--- src/rtl/mips_mem_pkg.sv ---
// Shared types for the unified-memory arbiter of the multicycle MIPS.
package mips_mem_pkg;

  typedef enum logic [1:0] {
    IDLE,
    ISSUE,
    WAIT,
    ACK
  } arb_state_t;

  localparam logic PORT_CPU = 1'b0;
  localparam logic PORT_DBG = 1'b1;

endpackage

--- src/rtl/arb_pick.sv ---
// Grant selection between the CPU and debug ports.
// MEM_ARB_RR_EN selects round-robin; otherwise fixed priority with the CPU first.
module arb_pick
  import mips_mem_pkg::*;
(
`ifdef MEM_ARB_RR_EN
  input  logic clk,
  input  logic rst,
`endif
  input  logic cpu_req,
  input  logic dbg_req,
  input  logic grant_en,
  output logic winner
);

`ifdef MEM_ARB_RR_EN
  logic last_grant;

  // On contention the port that was not granted last wins.
  always_comb begin
    winner = PORT_CPU;
    if (cpu_req && dbg_req) winner = ~last_grant;
    else if (dbg_req)       winner = PORT_DBG;
  end

  always_ff @(posedge clk or negedge rst) begin
    if (!rst)          last_grant <= PORT_DBG;
    else if (grant_en) last_grant <= winner;
  end
`else
  always_comb begin
    winner = PORT_CPU;
    if (grant_en && dbg_req && !cpu_req) winner = PORT_DBG;
  end
`endif

endmodule

--- src/rtl/mem_arbiter.sv ---
// Arbiter sharing the unified MIPS memory between the CPU datapath and a debug port.
// Define MEM_ARB_RR_EN for round-robin arbitration; default is fixed CPU priority.
module mem_arbiter
  import mips_mem_pkg::*;
#(
  parameter int ADDR_W = 8,
  parameter int DATA_W = 32,
  parameter int LAT    = 1
) (
  input  logic              clk,
  input  logic              rst,
  input  logic              cpu_req,
  input  logic              cpu_we,
  input  logic [ADDR_W-1:0] cpu_addr,
  input  logic [DATA_W-1:0] cpu_wdata,
  output logic              cpu_ack,
  output logic [DATA_W-1:0] cpu_rdata,
  input  logic              dbg_req,
  input  logic              dbg_we,
  input  logic [ADDR_W-1:0] dbg_addr,
  input  logic [DATA_W-1:0] dbg_wdata,
  output logic              dbg_ack,
  output logic [DATA_W-1:0] dbg_rdata,
  output logic              mem_en,
  output logic              mem_we,
  output logic [ADDR_W-1:0] mem_addr,
  output logic [DATA_W-1:0] mem_wdata,
  input  logic [DATA_W-1:0] mem_rdata,
  output logic              busy,
  output logic              owner
);

  localparam int CNT_W = $clog2(LAT + 1);

  arb_state_t       state, state_next;
  logic [CNT_W-1:0] wait_cnt;
  logic             grant_en;
  logic             winner;

  assign grant_en = (state == IDLE) && (cpu_req || dbg_req);

  arb_pick u_pick (
`ifdef MEM_ARB_RR_EN
    .clk      (clk),
    .rst      (rst),
`endif
    .cpu_req  (cpu_req),
    .dbg_req  (dbg_req),
    .grant_en (grant_en),
    .winner   (winner)
  );

  always_ff @(posedge clk or negedge rst) begin
    if (!rst) state <= IDLE;
    else      state <= state_next;
  end

  always_comb begin
    state_next = state;
    mem_en     = 1'b0;
    busy       = (state != IDLE);
    cpu_ack    = 1'b0;
    dbg_ack    = 1'b0;
    case (state)
      IDLE:  if (grant_en) state_next = ISSUE;
      ISSUE: begin
        mem_en     = 1'b1;
        state_next = mem_we ? ACK : WAIT;
      end
      WAIT:  if (wait_cnt == '0) state_next = ACK;
      ACK: begin
        cpu_ack    = (owner == PORT_CPU);
        dbg_ack    = (owner == PORT_DBG);
        state_next = IDLE;
      end
      default: state_next = IDLE;
    endcase
  end

  // Command fields are captured only at grant, so later requester changes are ignored.
  always_ff @(posedge clk or negedge rst) begin
    if (!rst) begin
      owner     <= PORT_CPU;
      mem_we    <= 1'b0;
      mem_addr  <= '0;
      mem_wdata <= '0;
      wait_cnt  <= '0;
      cpu_rdata <= '0;
      dbg_rdata <= '0;
    end else begin
      if (grant_en) begin
        owner     <= winner;
        mem_we    <= (winner == PORT_DBG) ? dbg_we    : cpu_we;
        mem_addr  <= (winner == PORT_DBG) ? dbg_addr  : cpu_addr;
        mem_wdata <= (winner == PORT_DBG) ? dbg_wdata : cpu_wdata;
      end
      if (state == ISSUE)
        wait_cnt <= CNT_W'(LAT - 1);
      else if (state == WAIT && wait_cnt != '0)
        wait_cnt <= wait_cnt - CNT_W'(1);
      if (state == WAIT && wait_cnt == '0) begin
        if (owner == PORT_DBG) dbg_rdata <= mem_rdata;
        else                   cpu_rdata <= mem_rdata;
      end
    end
  end

endmodule

--- config.mk ---
export PLATFORM = sky130hd
export DESIGN_NAME = mem_arbiter
export DESIGN_NICKNAME = d
export VERILOG_FILES = /design/src/rtl/mips_mem_pkg.sv /design/src/rtl/arb_pick.sv /design/src/rtl/mem_arbiter.sv
export SDC_FILE = /design/constraint.sdc
export NUM_CORES = 1
export LEC_CHECK = 0
export BUFFER_PORTS_ARGS = -buffer_cell sky130_fd_sc_hd__clkbuf_2
export CAP_MARGIN = 25
export CORE_ASPECT_RATIO = 0.75
export CORE_UTILIZATION = 49
export DETAILED_ROUTE_END_ITERATION = 8
export PLACE_DENSITY = 0.85
export SETUP_SLACK_MARGIN = 0.5
export SLEW_MARGIN = 30
export SYNTH_ARGS = -nofsm -noshare
export SYNTH_HDL_FRONTEND = slang
export SYNTH_HIERARCHICAL = 1
export SYNTH_SLANG_ARGS = --single-unit
--- constraint.sdc ---
create_clock -name clk -period 3.45 [get_ports clk]
set_clock_uncertainty 0.05 [all_clocks]
set_input_delay 0.1725 -clock clk [delete_from_list [all_inputs] [get_ports clk]]
set_output_delay 0.1725 -clock clk [all_outputs]
set_load 0.01 [all_outputs]
==> run_results.csv <==
group,metric,value,unit
clock_network,cts_setup_buffers,0,
clock_network,ctsResizeCount,0,
yosys,synth.top_cell.area_share,60.02,%
clock_network,insertion_delay,0.34,ns
global_route,grt_pass1_wl,16790,um
final_layout,fillers,694,
critical_path,startpoint_type,"register",
critical_path,arrival,2.38,ns
sta,setup_slack,1.209,ns
placement,numPortBuffers,227,
placement,preCtsSetupSlack,1.170,ns
final_layout,syn_to_final_growth,34.06,%
clock_network,cts_made_buffers,9,
critical_path,crit_family,"buffers and inverters",
yosys,synth_cells,340,
critical_path,cp_max_fo,31,
critical_path,path_class,"register to register",
global_route,grt_antenna_before_repair,0,
power,power_density,921.1,mW/mm2
sta,slew_headroom,41.02,%
outcome,status,"complete, no violations",
floorplanning,die_area,0.009667,mm2
final_layout,nNetsFinal,686,
detailed_routing,drc,0,
power,power,5.611,mW
critical_path,cp_slowest_cell,"and3b_2",
floorplanning,coreArea,0.009009,mm2
floorplanning,start_util,50.44,%
yosys,synthDistinctLibCells,24,
critical_path,path_common_cell,"inv_1",
detailed_routing,routed_wl,10640,um
clock_network,holdBufCountCts,1,
placement,place_congestion,0.7917,
critical_path,crit_path_end_kind,"register",
clock_network,clock-root-buffer,"clkbuf_16",
final_layout,antennaDiodeCount,0,
run,cap_violations,0,
sta,final-setup-viol-count,0,
yosys,synth_top_area_cell,"dfrtp_1",
worst_hold_path,hold_class,"input pin to register",
critical_path,cp_cell_sequence,"inv_1 > ha_1 > o21ai_4 > inv_1 > and3b_2 > buf_12 > mux2i_1 > o21ai_0",
yosys,avgSynthCellArea,13.37,um2
yosys,yosysSeqAreaShare,60.02,%
yosys,yosys_warnings,6,
sta,worst_slew_pin_slew,0.8800,ns
sta,min_period_over_period,64.95,%
global_route,first_global_vias,3452,
detailed_routing,drtIter0Drc,98,
detailed_routing,wl_per_cell,15.65,um
clock_network,cts_sinks,109,
detailed_routing,drtAntennaViolNets,0,
sta,maxSlewViolCount,0,
detailed_routing,vias,3459,
global_route,grtUsageMet2,39.60,%
yosys,synth-seq-cells,109,
sta,finalSetupTns,0,ns
global_route,grt_use_total,22.54,%
floorplanning,die_h,85.40,um
critical_path,cp.required,3.59,ns
global_route,grt_util_met1,26.80,%
yosys,syn_area,0.004544,mm2
clock_network,clock_path_buffers,2,
floorplanning,rows,30,
detailed_routing,vias_per_cell,5.087,
placement,hpwlAfterDp,7847,um
global_route,grt-ovfl-total,0,
critical_path,path_buf_inv,3,
yosys,syn-num-nets,463,
clock_network,ctsHtreeMaxLevel,3,
clock_network,clkTransAtPathRegs,0.07,ns
global_route,grt_use_met3,6.429,%
global_route,top_usage_layer,"met2",
sta,hold_viol_final,0,
global_route,grt_max_degree,90,
floorplanning,boundaryPins,228,
critical_path,cpPeakStageDelay,0.42,ns
floorplanning,die_x,113.2,um
yosys,synth_area_leaders,"dfrtp_1, mux2_2, mux2i_1",
clock_network,tritoncts,"yes",
power,ir_drop,0.0003886,V
power,leakage,3.045,nW
final_layout,drive_gt1_share,55.28,%
detailed_routing,drt_first_pass_iters,4,
sta,fmax,446.3,MHz
sta,rsz0062_at_grt,"false",
sta,final.min_clock_period,2.241,ns
Yosys cell counts:
master,n
nor3b_4,1
nand2_1,41
buf_4,3
o21ai_0,41
nor2b_1,1
and2_1,1
and3b_1,1
a2bb2oi_1,1
a22oi_1,1
ha_1,5
o21ai_1,1
mux2_1,2
nor2_1,2
a211oi_1,1
dfrtp_1,109
clkbuf_1,3
mux2_2,64
mux2i_1,41
buf_6,3
nand3b_2,1
nor3b_1,1
buf_2,11
inv_1,4
a221oi_1,1
worst register-to-register path: cells and delay by family, from the launching register on:
family          cells  cell delay, ns
compound gates      2            0.19
fa+ha+maj           1            0.29
buf+inv             3            0.47
flops               1            0.41
mux                 1            0.26
simple gates        1            0.42
flip-flops by register name, indices dropped and copies added (netlist names):
name	flops
dbg_rdata	32
state	2
cpu_rdata	32
wait_cnt	1
mem_wdata	32
mem_addr	8
mem_we	1
owner	1
worst paths after layout:
check                         startpoint  depth (start not counted)  slack, ns             to
max in group asynchronous            rst                          3       2.13  mem_wdata[24]
min                         mem_rdata[7]                          2       0.01   cpu_rdata[7]
min in group asynchronous            rst                          2       0.41  dbg_rdata[13]
max reg2reg                     state[0]                          8       1.21    mem_addr[1]
min reg2reg                mem_wdata[25]                          2       0.43  mem_wdata[25]
max                             state[0]                          8       1.21    mem_addr[1]
stage by stage:
step                instance area (um2)  std cells  hold slack, ns  utilization, %
finish                             6092        680         0.01497           67.63
CTS                                6092        680        0.001184           67.63
detailed placement                 5759        663          0.2450           63.93
global route                       6092        680         0.01733           67.63
global placement                   5756        663          0.3551           63.89
floorplan                          4544        340         -0.1731               -
cell families after synthesis:
| family | Yosys count | synth area share [%] |
|---|---|---|
| flops | 109 | 60.02 |
| mux | 107 | 25.39 |
| simple gates | 49 | 4.846 |
| compound gates | 46 | 5.342 |
| buf+inv | 24 | 3.028 |
| fa+ha+maj | 5 | 1.377 |
layout make-up:
| cell class | instances | area [um2] | area share (%) |
|---|---|---|---|
| clock buffer | 10 | 229.0 | 3.758 |
| clock inverter | 6 | 93.84 | 1.540 |
| inverter | 4 | 15.01 | 0.2465 |
| multi-input combinational | 207 | 1692 | 27.77 |
| sequential | 109 | 2728 | 44.77 |
| tap | 112 | 140.1 | 2.300 |
| timing repair buffer | 232 | 1195 | 19.61 |
per-layer routing:
layer  wire (um)  part of all wire (%)
met5           0                     0
met4         159                   1.5
met3         697                   6.6
met2        5585                    52
met1        4198                    39
cell usage in the layout (no fill, tap or decap), types with 2 or more instances in the layout:
cell and count:
bufinv_16 2, o21ai_0 41, inv_6 2, dfrtp_1 109, mux2i_1 41, mux2_2 64
mux2_1 2, ha_1 5, clkbuf_2 226, inv_1 4, nand2_1 41, nor2_1 2
clkbuf_16 9, buf_4 3
where the power goes:
part	switching, mW	internal [mW]
clock network	0.467	0.643
logic	1.15	1.07
registers	0.361	1.92
total	1.97	3.64
(Power assumes the default switching activity.)
